`src/rtl/gc_pkg.sv`:
```
// ---------------------------------------------------------------------------
// gc_pkg
// Definitions shared by the Global Controller blocks: the program-block
// sequencer, the IC-signal one-hot mux and the comparator matrix.
//
// Contents:
//   MAX_NO_OF_PROGRAM_BLOCKS_DEFAULT  default number of program-block slots
//   DUR_WIDTH_DEFAULT                 default width of a per-block duration
//   PB_IDX_WIDTH_DEFAULT              default width of block index / count
//   REPEAT_WIDTH                      width of the optional repeat count
//   pb_seq_state_t                    sequencer state encoding
// ---------------------------------------------------------------------------
package gc_pkg;

    localparam int MAX_NO_OF_PROGRAM_BLOCKS_DEFAULT = 12;
    localparam int DUR_WIDTH_DEFAULT                = 16;
    localparam int PB_IDX_WIDTH_DEFAULT             = 4;
    localparam int REPEAT_WIDTH                     = 8;

    typedef enum logic [1:0] {
        ST_IDLE = 2'd0,
        ST_RUN  = 2'd1,
        ST_DONE = 2'd2
    } pb_seq_state_t;

endpackage : gc_pkg

```
`src/rtl/pb_select_sequencer_if.sv`:
```
// ---------------------------------------------------------------------------
// pb_select_sequencer_if
// Control / status bundle between the controller FSM (master) and the
// program-block select sequencer (slave).
//
// Signals:
//   start, abort, advance   controller -> sequencer commands
//   cfg_num_pb              number of active program blocks
//   cfg_duration            flattened durations, block k at [k*DUR_WIDTH +: DUR_WIDTH]
//   cfg_repeat              extra passes over the block list (PB_SEQ_REPEAT_EN only)
//   pb_sel                  one-hot program-block select toward the IC mux
//   pb_idx                  binary index of the active block
//   busy, done              sequencer status
//
// Build option: define PB_SEQ_REPEAT_EN to add cfg_repeat.
// ---------------------------------------------------------------------------
interface pb_select_sequencer_if
    import gc_pkg::*;
#(
    parameter int MAX_NO_OF_PROGRAM_BLOCKS = MAX_NO_OF_PROGRAM_BLOCKS_DEFAULT,
    parameter int DUR_WIDTH                = DUR_WIDTH_DEFAULT,
    parameter int PB_IDX_WIDTH             = PB_IDX_WIDTH_DEFAULT
);

    logic                                          start;
    logic                                          abort;
    logic                                          advance;
    logic [PB_IDX_WIDTH-1:0]                       cfg_num_pb;
    logic [MAX_NO_OF_PROGRAM_BLOCKS*DUR_WIDTH-1:0] cfg_duration;
`ifdef PB_SEQ_REPEAT_EN
    logic [REPEAT_WIDTH-1:0]                       cfg_repeat;
`endif
    logic [MAX_NO_OF_PROGRAM_BLOCKS-1:0]           pb_sel;
    logic [PB_IDX_WIDTH-1:0]                       pb_idx;
    logic                                          busy;
    logic                                          done;

    modport master (
        output start, abort, advance, cfg_num_pb, cfg_duration,
`ifdef PB_SEQ_REPEAT_EN
        output cfg_repeat,
`endif
        input  pb_sel, pb_idx, busy, done
    );

    modport slave (
        input  start, abort, advance, cfg_num_pb, cfg_duration,
`ifdef PB_SEQ_REPEAT_EN
        input  cfg_repeat,
`endif
        output pb_sel, pb_idx, busy, done
    );

endinterface : pb_select_sequencer_if

```
`src/rtl/pb_duration_counter.sv`:
```
// ---------------------------------------------------------------------------
// pb_duration_counter
// Loadable down-counter holding the remaining advance steps of the active
// program block. Load wins over decrement; decrement stops at zero.
//
// Ports:
//   clk, rst     clock, asynchronous active-high reset
//   load         load load_value on the next rising edge
//   load_value   new count
//   dec          decrement by one on the next rising edge
//   value        current count
//   zero         value == 0
// ---------------------------------------------------------------------------
module pb_duration_counter #(
    parameter int WIDTH = 16
) (
    input  logic             clk,
    input  logic             rst,
    input  logic             load,
    input  logic [WIDTH-1:0] load_value,
    input  logic             dec,
    output logic [WIDTH-1:0] value,
    output logic             zero
);

    // NOTE: state is written with <= so every flop samples pre-edge values.
    always_ff @(posedge clk or posedge rst) begin
        if (rst) begin
            value <= '0;
        end else if (load) begin
            value <= load_value;
        end else if (dec && (value != '0)) begin
            value <= value - WIDTH'(1);
        end
    end

    assign zero = (value == '0);

endmodule : pb_duration_counter

```
`src/rtl/pb_select_sequencer.sv`:
```
// ---------------------------------------------------------------------------
// pb_select_sequencer
// Walks the configured program blocks 0..N-1 and drives the one-hot select
// of the Global Controller's IC-signal mux. Each block stays selected for
// duration+1 advance-high cycles. All outputs are registered.
//
// Ports:
//   clk   system clock, rising edge
//   rst   asynchronous, active-high reset
//   bus   pb_select_sequencer_if.slave: start/abort/advance, configuration,
//         pb_sel/pb_idx/busy/done
//
// Build option: PB_SEQ_REPEAT_EN adds cfg_repeat; the whole block list is
// then executed cfg_repeat+1 times back to back before done.
// ---------------------------------------------------------------------------
module pb_select_sequencer
    import gc_pkg::*;
#(
    parameter int MAX_NO_OF_PROGRAM_BLOCKS = MAX_NO_OF_PROGRAM_BLOCKS_DEFAULT,
    parameter int DUR_WIDTH                = DUR_WIDTH_DEFAULT,
    parameter int PB_IDX_WIDTH             = PB_IDX_WIDTH_DEFAULT
) (
    input logic                   clk,
    input logic                   rst,
    pb_select_sequencer_if.slave  bus
);

    localparam logic [PB_IDX_WIDTH-1:0] MAX_NUM  = PB_IDX_WIDTH'(MAX_NO_OF_PROGRAM_BLOCKS);
    localparam logic [PB_IDX_WIDTH:0]   IDX_ONE  = (PB_IDX_WIDTH+1)'(1);

    pb_seq_state_t                       state_q, state_d;
    logic [MAX_NO_OF_PROGRAM_BLOCKS-1:0] sel_q, sel_d;
    logic [PB_IDX_WIDTH-1:0]             idx_q, idx_d;
    logic                                busy_q, busy_d;
    logic                                done_q, done_d;

    logic [PB_IDX_WIDTH-1:0]             neff;
    logic                                last_block;
    logic                                repeat_more;

    logic                                cnt_load;
    logic                                cnt_dec;
    logic [PB_IDX_WIDTH-1:0]             load_idx;
    logic [DUR_WIDTH-1:0]                cnt_load_value;
    logic [DUR_WIDTH-1:0]                cnt_value;
    logic                                cnt_zero;

`ifdef PB_SEQ_REPEAT_EN
    logic [REPEAT_WIDTH-1:0]             rep_q, rep_d;
    assign repeat_more = (rep_q != '0);
`else
    assign repeat_more = 1'b0;
`endif

    // Block count is clamped to the slot count, never wrapped.
    assign neff = (bus.cfg_num_pb > MAX_NUM) ? MAX_NUM : bus.cfg_num_pb;

    // Widened by one bit so idx+1 cannot overflow before the compare.
    assign last_block = (({1'b0, idx_q} + IDX_ONE) >= {1'b0, neff});

    // Duration of the block about to be loaded.
    always_comb begin
        cnt_load_value = '0;
        for (int k = 0; k < MAX_NO_OF_PROGRAM_BLOCKS; k++) begin
            if (load_idx == PB_IDX_WIDTH'(k)) begin
                cnt_load_value = bus.cfg_duration[k*DUR_WIDTH +: DUR_WIDTH];
            end
        end
    end

    pb_duration_counter #(
        .WIDTH      (DUR_WIDTH)
    ) u_duration_counter (
        .clk        (clk),
        .rst        (rst),
        .load       (cnt_load),
        .load_value (cnt_load_value),
        .dec        (cnt_dec),
        .value      (cnt_value),
        .zero       (cnt_zero)
    );

    // State and output registers.
    always_ff @(posedge clk or posedge rst) begin
        if (rst) begin
            state_q <= ST_IDLE;
            sel_q   <= '0;
            idx_q   <= '0;
            busy_q  <= 1'b0;
            done_q  <= 1'b0;
`ifdef PB_SEQ_REPEAT_EN
            rep_q   <= '0;
`endif
        end else begin
            state_q <= state_d;
            sel_q   <= sel_d;
            idx_q   <= idx_d;
            busy_q  <= busy_d;
            done_q  <= done_d;
`ifdef PB_SEQ_REPEAT_EN
            rep_q   <= rep_d;
`endif
        end
    end

    // Next-state logic; abort overrides everything.
    // NOTE: every always_comb output gets a default first, so no latch is inferred.
    always_comb begin
        state_d = state_q;
        if (bus.abort) begin
            state_d = ST_IDLE;
        end else begin
            unique case (state_q)
                ST_IDLE: if (bus.start) state_d = (neff == '0) ? ST_DONE : ST_RUN;
                ST_RUN:  if (bus.advance && cnt_zero && last_block && !repeat_more)
                             state_d = ST_DONE;
                ST_DONE: state_d = ST_IDLE;
                default: state_d = ST_IDLE;
            endcase
        end
    end

    // Next values of the registered outputs and the counter controls.
    always_comb begin
        sel_d    = sel_q;
        idx_d    = idx_q;
        busy_d   = busy_q;
        done_d   = (state_d == ST_DONE);
        cnt_load = 1'b0;
        cnt_dec  = 1'b0;
        load_idx = '0;
`ifdef PB_SEQ_REPEAT_EN
        rep_d    = rep_q;
`endif
        if (bus.abort) begin
            sel_d  = '0;
            idx_d  = '0;
            busy_d = 1'b0;
        end else begin
            unique case (state_q)
                ST_IDLE: begin
                    if (bus.start) begin
`ifdef PB_SEQ_REPEAT_EN
                        rep_d = bus.cfg_repeat;
`endif
                        if (neff != '0) begin
                            idx_d    = '0;
                            sel_d    = MAX_NO_OF_PROGRAM_BLOCKS'(1);
                            busy_d   = 1'b1;
                            cnt_load = 1'b1;
                        end
                    end
                end
                ST_RUN: begin
                    if (bus.advance) begin
                        cnt_dec = (cnt_value != '0);
                        if (cnt_zero) begin
                            if (!last_block) begin
                                idx_d    = idx_q + PB_IDX_WIDTH'(1);
                                sel_d    = sel_q << 1;
                                cnt_load = 1'b1;
                                load_idx = idx_q + PB_IDX_WIDTH'(1);
                            end else if (repeat_more) begin
                                // Wrap to block 0 with no idle cycle in between.
`ifdef PB_SEQ_REPEAT_EN
                                rep_d    = rep_q - REPEAT_WIDTH'(1);
`endif
                                idx_d    = '0;
                                sel_d    = MAX_NO_OF_PROGRAM_BLOCKS'(1);
                                cnt_load = 1'b1;
                            end else begin
                                idx_d    = '0;
                                sel_d    = '0;
                                busy_d   = 1'b0;
                            end
                        end
                    end
                end
                default: ;
            endcase
        end
    end

    assign bus.pb_sel = sel_q;
    assign bus.pb_idx = idx_q;
    assign bus.busy   = busy_q;
    assign bus.done   = done_q;

endmodule : pb_select_sequencer
```
`src/flat_wrapper.sv`:
```
// flat-port wrapper written by rule: the top's interface ports become plain ports
module pb_select_sequencer_flat import gc_pkg::*;
#(
    parameter int MAX_NO_OF_PROGRAM_BLOCKS = MAX_NO_OF_PROGRAM_BLOCKS_DEFAULT,
    parameter int DUR_WIDTH                = DUR_WIDTH_DEFAULT,
    parameter int PB_IDX_WIDTH             = PB_IDX_WIDTH_DEFAULT
)
  (clk, rst, bus_start, bus_abort, bus_advance, bus_cfg_num_pb, bus_cfg_duration, bus_pb_sel, bus_pb_idx, bus_busy, bus_done);
  pb_select_sequencer_if #(.MAX_NO_OF_PROGRAM_BLOCKS(MAX_NO_OF_PROGRAM_BLOCKS), .DUR_WIDTH(DUR_WIDTH), .PB_IDX_WIDTH(PB_IDX_WIDTH)) bus_i ();
  input logic clk;
  input logic rst;
  input wire logic [$bits(bus_i.start)-1:0] bus_start;
  input wire logic [$bits(bus_i.abort)-1:0] bus_abort;
  input wire logic [$bits(bus_i.advance)-1:0] bus_advance;
  input wire logic [$bits(bus_i.cfg_num_pb)-1:0] bus_cfg_num_pb;
  input wire logic [$bits(bus_i.cfg_duration)-1:0] bus_cfg_duration;
  output wire logic [$bits(bus_i.pb_sel)-1:0] bus_pb_sel;
  output wire logic [$bits(bus_i.pb_idx)-1:0] bus_pb_idx;
  output wire logic [$bits(bus_i.busy)-1:0] bus_busy;
  output wire logic [$bits(bus_i.done)-1:0] bus_done;
  assign bus_i.start = bus_start;
  assign bus_i.abort = bus_abort;
  assign bus_i.advance = bus_advance;
  assign bus_i.cfg_num_pb = bus_cfg_num_pb;
  assign bus_i.cfg_duration = bus_cfg_duration;
  assign bus_pb_sel = bus_i.pb_sel;
  assign bus_pb_idx = bus_i.pb_idx;
  assign bus_busy = bus_i.busy;
  assign bus_done = bus_i.done;
  pb_select_sequencer #(.MAX_NO_OF_PROGRAM_BLOCKS(MAX_NO_OF_PROGRAM_BLOCKS), .DUR_WIDTH(DUR_WIDTH), .PB_IDX_WIDTH(PB_IDX_WIDTH)) u_core (.clk(clk), .rst(rst), .bus(bus_i));
endmodule
```
`config.mk`:
```
export PLATFORM = sky130hd
export DESIGN_NAME = pb_select_sequencer_flat
export DESIGN_NICKNAME = d
export VERILOG_FILES = /design/src/rtl/gc_pkg.sv /design/src/rtl/pb_select_sequencer_if.sv /design/src/rtl/pb_duration_counter.sv /design/src/rtl/pb_select_sequencer.sv /design/src/flat_wrapper.sv
export SDC_FILE = /design/constraint.sdc
export NUM_CORES = 1
export LEC_CHECK = 0
export BUFFER_PORTS_ARGS = -buffer_cell sky130_fd_sc_hd__buf_2
export CAP_MARGIN = 20
export CELL_PAD_IN_SITES_DETAIL_PLACEMENT = 1
export CELL_PAD_IN_SITES_GLOBAL_PLACEMENT = 1
export CORE_UTILIZATION = 35
export CTS_BUF_LIST = sky130_fd_sc_hd__clkbuf_4 sky130_fd_sc_hd__clkbuf_8
export DETAILED_ROUTE_END_ITERATION = 10
export PLACE_DENSITY = 0.95
export SYNTH_ARGS = -nofsm -noshare
export SYNTH_HDL_FRONTEND = slang
export SYNTH_SLANG_ARGS = --single-unit
export TNS_END_PERCENT = 20
```
`constraint.sdc`:
```
create_clock -name clk -period 7.9 [get_ports clk]
set_clock_uncertainty 0.15 [all_clocks]
set_input_delay 0.79 -clock clk [delete_from_list [all_inputs] [get_ports clk]]
set_output_delay 0.79 -clock clk [all_outputs]
set_load 0.1 [all_outputs]
```
==> reports/metrics.csv, run 1 <==
stage,metric,value,unit
synthesis,synthesis-stage register bit count,36,
synthesis,Synth top area share,21.46,%
setup_path,path depth of the worst reg2reg path,11,
route,Max Used Layer,met4,
timing,Worst-Margin Slew,1.058,ns
timing,Final Hold Vio Count,0,
setup_path,worst r2r src,u_core.bus.pb_idx[0]$_DFFE_PP0P_,
route,vias per cell,6.421,
setup_path,CP arrival,5.33,ns
synthesis,synth cell count leaders,"nand2_1, nor2_1, dfrtp_1, o21ai_0",
synthesis,"area leader, netlist",dfrtp_1,
timing,total negative slack,0,ns
route,ANT nets after route,0,
floorplanning,I/O pins,219,
setup_path,CP Cell Sequence,ha_1 -> xnor2_1 -> inv_2 -> ha_1 -> a211oi_1 -> o21ai_0 -> nor3_1 -> nor3_1 -> o31ai_1 -> nor2_1 -> o21ai_0,
cts,htree depth,2,
timing,hold slack,0.3637,ns
synthesis,mean post-synth cell area,7.674,um2
setup_path,top cell family by delay on the critical path,compound AO/OA/AOI/OAI gates,
global_routing,largest net degree at the start of global routing,37,
setup_path,max incr delay on CP,0.94,ns
synthesis,post-synthesis sequential area ratio,21.46,%
power_and_ir_drop,maximum VDD drop,59.36,uV
global_routing,initial antenna violation count,0,
placement,dpl hpwl,17890,um
setup_path,WS Path Type,flop to flop,
synthesis,number of library cell types mapped by synthesis,79,
cts,CTS Buf Count,5,
placement,count of input and output buffers,218,
cells_and_area,synth-to-layout area growth,30.43,%
synthesis,syn nets,754,
setup_path,crit path capture,u_core.u_duration_counter.value[9]$_DFFE_PP0P_,
cells_and_area,Finished Layout Cells,893,
cts,clock root cell,clkbuf_8,
route,starting DRC count in detailed routing,531,
cts,clock tree sinks,36,
cts,CTS Hold Bufs,0,
setup_path,CP max stage cell,dfrtp_1,
floorplanning,Starting Density,36.30,%
setup_path,reg2reg end,u_core.u_duration_counter.value[9]$_DFFE_PP0P_,
setup_path,crit start category,flop,
setup_path,Stages on worst setup path,11,
route,M1 WL,8718,um
cells_and_area,NumNets Final,956,
cts,worst skew pair latency,0.31,ns
timing,crit path time final,5.251,ns
min_path,Worst Hold Class,flop to flop,
synthesis,Synth async-reset ratio,100.0,%
flow_run,max-cap violations,0,
setup_path,CP bufs+invs,1,
timing,Finish-stage setup viols,0,
timing,f_max,190.4,MHz
cts,clock-pin transition on the worst setup and hold timing paths,0.08,ns
route,DR WL/cell,24.24,um
cts,"Setup Fix Bufs, Post-CTS",0,
floorplanning,DIE WIDTH,111.5,um
route,DRC,15,
route,DR WL met2,10420,um
cts,clock buffer depth,2,
global_routing,vias in the first global route,5652,
cts,CTS tree,yes,
floorplanning,area of the die,12440,um2
timing,Max-slew headroom,29.19,%
floorplanning,FP Rows,39,
power_and_ir_drop,Leakage,2.389,nW
setup_path,Crit Path Max Fanout,28,
setup_path,CP Launch Point,u_core.bus.pb_idx[0]$_DFFE_PP0P_,
route,DR pass1 iterations,8,
power_and_ir_drop,pwr/cell area,113.4,nW/um2
global_routing,first-pass GRT wire length,32510,um
floorplanning,Die H,111.5,um
outcome,status,"complete, but fails checks",
floorplanning,Core Footprint,11560,um2
cells_and_area,n_diodes,0,
cells_and_area,"final std cell area, no fill",5475,um2
synthesis,"Cell Area, Synth",4198,um2
synthesis,most common cell in the synthesized netlist,nand2_1,
timing,fin crit share,66.47,%
global_routing,grt ovf,0,
cells_and_area,proportion of layout cells with a drive suffix above 1,35.73,%
placement,routability cong.,0.9688,
synthesis,number of synthesized flops with an enable pin,0,
cts,post_cts resized,0,
placement,Placement Cell Area,5364,um2
setup_path,R2R Setup Slk,2.65,ns
timing,Final Max Tran Viols,0,
outcome,violated checks,design-rule violations,
global_routing,gr usage total,34.19,%
setup_path,Critical Path RT,7.98,ns
route,vias,5734,
synthesis,ranking of synthesized cells by area,"dfrtp_1, nand2_1, o21ai_0",
synthesis,ys flop type,dfrtp_1,
placement,placed cells,885,
timing,RSZ-0062 raised after global routing,no,
synthesis,Yosys warnings,0,
route,total wire length,21650,um
route,DR WL met3,1787,um
setup_path,Setup crit end kind,flop,
synthesis,cell count after synthesis,547,
[layout make-up]
| type | count | area (um2) |
|---|---|---|
| Clock inverter | 3 | 42.54 |
| Fill cell | 1519 | 6090 |
| Multi-Input combinational cell | 472 | 3110 |
| Tap cell | 143 | 178.9 |
| Clock buffer | 5 | 68.82 |
| Timing Repair Buffer | 224 | 1136 |
| Sequential cell | 36 | 900.9 |
| Inverter | 10 | 37.54 |
[metal layers]
metal / GRT usage, % / vias to the layer above
li1: - / 2567
met1: 44.07 / 2776
met2: 58.04 / 342
met3: 4.845 / 49
met4: 12.61 / 0
met5: 0 / -
[per-stage QoR]
stage          total power, mW  util (%)  worst slack [ns]
3_3_place_gp            0.4415     46.38             3.099
6_report                0.6211     47.34             2.649
4_1_cts                 0.6186     47.34             2.837
2_1_floorplan           0.3493         -             3.520
5_1_grt                 0.6485     47.34             2.453
3_5_place_dp            0.4483     46.38             2.862
[cells by family after synthesis]
| group | count (synthesis) | synth area share [%] |
|---|---|---|
| and+or+nand+nor | 241 | 32.28 |
| xor gates and xnor gates | 14 | 2.921 |
| adders and majority gates | 6 | 1.788 |
| DFF | 36 | 21.46 |
| AOI/OAI and AO/OA | 205 | 35.56 |
| muxes | 6 | 1.461 |
| buffers and inverters | 39 | 4.530 |
[tightest hold or removal path: stages, from the launching register on]
cell	delay [ns]
dfrtp_1	0.36
nand2_1	0.05
o21ai_0	0.06
[sequential cells by signal, indices dropped and copies added (netlist names)]
| signal | cells |
|---|---|
| u_core.bus.busy | 1 |
| u_core.bus.done | 1 |
| u_core.bus.pb_idx | 4 |
| u_core.bus.pb_sel | 12 |
| u_core.state_q | 2 |
| u_core.u_duration_counter.value | 16 |
[report_power, final]
group / total, mW / leakage, nW / internal [mW] / switching, mW
clock: 0.170 / 0.0541 / 0.0934 / 0.0763
combinational: 0.216 / 1.87 / 0.0896 / 0.126
sequential: 0.236 / 0.465 / 0.203 / 0.0330
[cell usage in the layout, fill, tap and decap left out, types with 5 or more instances in the layout]
| cell | n |
|---|---|
| a221oi_1 | 12 |
| a221o_1 | 8 |
| a211oi_1 | 13 |
| xor2_1 | 8 |
| nand2_1 | 64 |
| a21boi_0 | 6 |
| a31oi_1 | 5 |
| nand3_1 | 15 |
| nand2b_1 | 8 |
| or3_1 | 8 |
| o22ai_1 | 8 |
| nor2b_1 | 6 |
| buf_2 | 218 |
| ha_1 | 6 |
| mux2i_1 | 5 |
| nor3_1 | 27 |
| nor4_2 | 6 |
| nor4_1 | 10 |
| and2_1 | 5 |
| clkbuf_8 | 5 |
| a21oi_1 | 26 |
| dfrtp_1 | 36 |
| and3_1 | 6 |
| o221ai_1 | 6 |
| o21ai_1 | 6 |
| inv_1 | 9 |
| o211ai_1 | 11 |
| o21ai_0 | 36 |
| xnor2_1 | 6 |
| nor2_1 | 42 |
| a22o_1 | 6 |
| buf_4 | 6 |
| nand4_1 | 13 |
| a22oi_1 | 14 |
[worst min path at each step]
stage | from | depth (start not counted) | endpoint
global placement | u_core.bus.pb_sel[11]$_DFFE_PP0P_ | 2 | u_core.bus.pb_sel[11]$_DFFE_PP0P_
global route | u_core.bus.busy$_DFFE_PP0P_ | 2 | u_core.bus.busy$_DFFE_PP0P_
CTS | u_core.bus.pb_sel[9]$_DFFE_PP0P_ | 2 | u_core.bus.pb_sel[9]$_DFFE_PP0P_
floorplan | u_core.state_q[1]$_DFF_PP0_ | 1 | u_core.state_q[0]$_DFF_PP0_
finish | u_core.bus.pb_sel[9]$_DFFE_PP0P_ | 2 | u_core.bus.pb_sel[9]$_DFFE_PP0P_
detailed placement | u_core.bus.pb_sel[9]$_DFFE_PP0P_ | 2 | u_core.bus.pb_sel[9]$_DFFE_PP0P_
(Power assumes the default switching activity.)
==> run 2, diff against run 1 <==
--- a/config.mk
+++ b/config.mk
@@ -5,14 +5,15 @@
 export SDC_FILE = /design/constraint.sdc
 export NUM_CORES = 1
 export LEC_CHECK = 0
+export ABC_AREA = 1
 export BUFFER_PORTS_ARGS = -buffer_cell sky130_fd_sc_hd__buf_2
 export CAP_MARGIN = 20
 export CELL_PAD_IN_SITES_DETAIL_PLACEMENT = 1
 export CELL_PAD_IN_SITES_GLOBAL_PLACEMENT = 1
-export CORE_UTILIZATION = 35
+export CORE_UTILIZATION = 28
 export CTS_BUF_LIST = sky130_fd_sc_hd__clkbuf_4 sky130_fd_sc_hd__clkbuf_8
 export DETAILED_ROUTE_END_ITERATION = 10
-export PLACE_DENSITY = 0.95
+export PLACE_DENSITY = 0.89
 export SYNTH_ARGS = -nofsm -noshare
 export SYNTH_HDL_FRONTEND = slang
 export SYNTH_SLANG_ARGS = --single-unit
==> constraint.sdc (replaced) <==
create_clock -name clk -period 4.5 [get_ports clk]
set_clock_uncertainty 0.15 [all_clocks]
set_input_delay 0.45 -clock clk [delete_from_list [all_inputs] [get_ports clk]]
set_output_delay 0.45 -clock clk [all_outputs]
set_load 0.1 [all_outputs]
==> run 2 against run 1 <==
Compared with the run above: the run now ends clean; critical endpoint is now u_core.u_duration_counter.value[15]$_DFFE_PP0P_; non-clock buffer count grew 1; via count grew 1.9%; sequential share of layout area shrank 1.1 points; first-iteration DRC count shrank 55%; worst setup slack lost 2.0 ns; largest power group unchanged; highest routed layer unchanged; clock power grew 56%; critical path type unchanged; synthesized cell count grew 39%; final area grew 7.1%; combinational power grew 88%; synthesized area grew 5.1%; wire length shrank 9.4%.
==> reports/metrics.csv, run 2 <==
stage,metric,value,unit,change
cts,"Setup Fix Bufs, Post-CTS",0,,unchanged
synthesis,synthesis-stage register bit count,36,,unchanged
floorplanning,DIE WIDTH,127.5,um,+14%
synthesis,ranking of synthesized cells by area,"nand2_1, dfrtp_1, nand3_1",,
route,vias per cell,4.895,,-24%
timing,crit path time final,3.876,ns,-1.375 ns
min_path,Worst Hold Class,input pin to async pin,,
power_and_ir_drop,Switching Power,0.4346,mW,+85%
setup_path,WS Path Type,flop to flop,,
floorplanning,FP Rows,45,,+15%
synthesis,Synth top area share,22.97,%,+1.5 points
cells_and_area,"most common cell after layout, fill and taps aside",nand2_1,,
power_and_ir_drop,pwr/cell area,186.3,nW/um2,+64%
cells_and_area,NumNets Final,1186,,+24%
synthesis,most common cell in the synthesized netlist,nand2_1,,
cts,clock-pin transition on the worst setup and hold timing paths,0.09,ns,about the same
timing,hold slack,0.1036,ns,-0.2600 ns
timing,fin crit share,86.12,%,+20 points
cells_and_area,Reg area,900.9,um2,unchanged
timing,Max-slew headroom,32.53,%,+3.3 points
timing,Finish-stage setup viols,0,,unchanged
cells_and_area,Largest register FFs,16,,unchanged
setup_path,CP arrival,3.91,ns,-1.42 ns
placement,count of input and output buffers,218,,unchanged
setup_path,CP bufs+invs,1,,unchanged
global_routing,initial antenna violation count,3,,+3
setup_path,Setup crit end kind,flop,,
placement,routability cong.,0.9627,,-0.63%
cts,clock buffer depth,2,,unchanged
cells_and_area,"leading cell types in the layout, fill and taps excluded","nand2_1, buf_2, inv_1",,
cells_and_area,area of the multi-input gates,3042,um2,-2.2%
cts,CTS tree,yes,,
synthesis,mean post-synth cell area,5.807,um2,-24%
global_routing,gr usage total,24.16,%,-10 points
setup_path,top cell family by delay on the critical path,simple AND/OR/NAND/NOR gates,,
setup_path,Crit Path Max Fanout,11,,-61%
synthesis,syn nets,967,,+28%
setup_path,worst r2r src,u_core.bus.pb_idx[0]$_DFFE_PP0P_,,
synthesis,"Cell Area, Synth",4413,um2,+5.1%
synthesis,ys flop type,dfrtp_1,,
power_and_ir_drop,maximum VDD drop,112.4,uV,+89%
cts,post_cts resized,0,,unchanged
route,total wire length,19620,um,-9.4%
route,vias,5845,,+1.9%
route,starting DRC count in detailed routing,238,,-55%
timing,f_max,258.0,MHz,+35%
floorplanning,Starting Density,28.82,%,-7.5 points
power_and_ir_drop,Tot Pwr,1.092,mW,+76%
power_and_ir_drop,sequential share of power,38.6,%,+0.6 points
setup_path,reg2reg end,u_core.u_duration_counter.value[15]$_DFFE_PP0P_,,
power_and_ir_drop,Gate power share,37.1,%,+2.4 points
cts,worst skew pair latency,0.30,ns,about the same
power_and_ir_drop,Clk network pwr share,24.3,%,-3.0 points
floorplanning,Core Footprint,15310,um2,+32%
power_and_ir_drop,P_int,0.6575,mW,+70%
floorplanning,I/O pins,219,,unchanged
cells_and_area,Fillers,2203,,+45%
synthesis,Synth async-reset ratio,100.0,%,unchanged
floorplanning,Die H,127.5,um,+14%
synthesis,number of synthesized flops with an enable pin,0,,unchanged
setup_path,path depth of the worst reg2reg path,19,,+8
cells_and_area,Finished Layout Cells,1194,,+34%
route,DRC,0,,-15
cts,htree depth,2,,unchanged
cells_and_area,Largest Register,u_core.u_duration_counter.value,,
synthesis,cell count after synthesis,760,,+39%
synthesis,post-synthesis sequential area ratio,20.41,%,-1.0 points
setup_path,CP Cell Sequence,ha_1 -> xor2_4 -> ha_1 -> nand2_1 -> nand2_1 -> inv_1 -> nand2_1 -> nand2_1 -> nand2_1 -> nor2_2 -> o211ai_1 -> nand3_1 -> nand3_1 -> nand3_1 -> nand4_1 -> nand2_1 -> nand4_1 -> o21bai_1 -> a21oi_1,,
synthesis,"area leader, netlist",nand2_1,,
setup_path,CP max stage cell,dfrtp_1,,
global_routing,largest net degree at the start of global routing,37,,unchanged
timing,RSZ-0062 raised after global routing,no,,
route,ANT nets after route,0,,unchanged
outcome,status,completed,,
timing,total negative slack,0,ns,unchanged
cts,CTS Hold Bufs,0,,unchanged
route,DR WL/cell,16.43,um,-32%
global_routing,vias in the first global route,6061,,+7.2%
cells_and_area,proportion of layout cells with a drive suffix above 1,31.12,%,-4.6 points
global_routing,first-pass GRT wire length,30550,um,-6.0%
cells_and_area,synth-to-layout area growth,32.83,%,
setup_path,R2R Setup Slk,0.62,ns,-2.02 ns
setup_path,crit start category,flop,,
timing,Final Hold Vio Count,0,,unchanged
floorplanning,area of the die,16270,um2,+31%
placement,dpl hpwl,16630,um,-7.1%
cells_and_area,fin util,38.28,%,-9.1 points
power_and_ir_drop,switching fraction of total power,39.80,%,+1.9 points
setup_path,Most common cell on crit path,nand2_1,,
placement,placed cells,1183,,+34%
timing,Worst-Margin Slew,1.008,ns,-0.04989 ns
cts,clock root cell,clkbuf_8,,
route,DR pass1 iterations,5,,-3
global_routing,grt ovf,0,,unchanged
cts,clock tree sinks,36,,unchanged
cts,CTS Buf Count,5,,unchanged
flow_run,max-cap violations,0,,unchanged
synthesis,synth cell count leaders,"nand2_1, inv_1, nand3_1",,
synthesis,Yosys warnings,0,,unchanged
setup_path,Critical Path RT,4.53,ns,-3.45 ns
synthesis,number of library cell types mapped by synthesis,48,,-39%
setup_path,max incr delay on CP,0.47,ns,-0.47 ns
timing,Final Max Tran Viols,0,,unchanged
power_and_ir_drop,Leakage,3.208,nW,+34%
run 2: per-layer routing:
| metal | share of wire, % | global-route usage, % | up-vias | routed length, um |
|---|---|---|---|---|
| met1 | 42 | 28.96 | 2720 | 8324 |
| met4 | 3.2 | 8.894 | 0 | 627 |
| met3 | 5.5 | 4.271 | 40 | 1082 |
| met2 | 49 | 42.94 | 212 | 9588 |
| met5 | 0 | 0 | - | 0 |
| li1 | - | - | 2873 | - |
run 2: cells by family after synthesis:
| family | after synthesis | synth area share [%] |
|---|---|---|
| buffers and inverters | 121 | 10.66 |
| adders and majority gates | 6 | 1.701 |
| xor gates and xnor gates | 7 | 1.815 |
| DFF | 36 | 20.41 |
| and+or+nand+nor | 510 | 54.32 |
| AOI/OAI and AO/OA | 80 | 11.09 |
run 2: metrics by stage:
stage               instance area [um2]  setup slack, ns
global route                       5859           0.3028
CTS                                5854           0.5999
detailed placement                 5757           0.6136
finish                             5862           0.6244
global placement                   5757           0.8158
floorplan                          4413           0.6835
run 2: area by class of cell:
type | instances | area share, %
antenna | 3 | 0.1281
clock buffer | 7 | 1.537
clock inverter | 1 | 0.1281
inverter | 108 | 6.937
multi-input combinational | 603 | 51.89
sequential | 36 | 15.37
tap | 211 | 4.504
timing repair buffer | 225 | 19.51
run 2: worst max-delay path by stage:
stage	start	end	slack [ns]	cells after the start
finish	u_core.bus.pb_idx[0]$_DFFE_PP0P_	u_core.u_duration_counter.value[15]$_DFFE_PP0P_	0.62	19
global route	u_core.bus.pb_idx[0]$_DFFE_PP0P_	u_core.u_duration_counter.value[1]$_DFFE_PP0P_	0.30	21
CTS	u_core.bus.pb_idx[0]$_DFFE_PP0P_	u_core.u_duration_counter.value[15]$_DFFE_PP0P_	0.60	19
detailed placement	u_core.bus.pb_idx[0]$_DFFE_PP0P_	u_core.u_duration_counter.value[15]$_DFFE_PP0P_	0.61	19
global placement	u_core.bus.pb_idx[0]$_DFFE_PP0P_	u_core.u_duration_counter.value[5]$_DFFE_PP0P_	0.82	20
floorplan	u_core.bus.pb_idx[0]$_DFFE_PP0P_	u_core.u_duration_counter.value[2]$_DFFE_PP0P_	0.68	22
run 2: power by group through the flow:
stage	sequential, mW	clock, mW	combinational (mW)
after floorplan	0.435	0	0.220
after global routing	0.427	0.281	0.450
after CTS	0.420	0.268	0.405
after global placement	0.423	0	0.392
final	0.422	0.266	0.405
after detailed placement	0.425	0	0.402
run 2: worst register-to-register path: stages, from the launching register on:
cell and delay, ns:
dfrtp_1 0.47, ha_1 0.30, xor2_4 0.31, ha_1 0.31, nand2_1 0.07, nand2_1 0.06, inv_1 0.05, nand2_1 0.04
nand2_1 0.19, nand2_1 0.12, nor2_2 0.19, o211ai_1 0.43, nand3_1 0.24, nand3_1 0.10, nand3_1 0.13, nand4_1 0.09
nand2_1 0.14, nand4_1 0.10, o21bai_1 0.18, a21oi_1 0.08
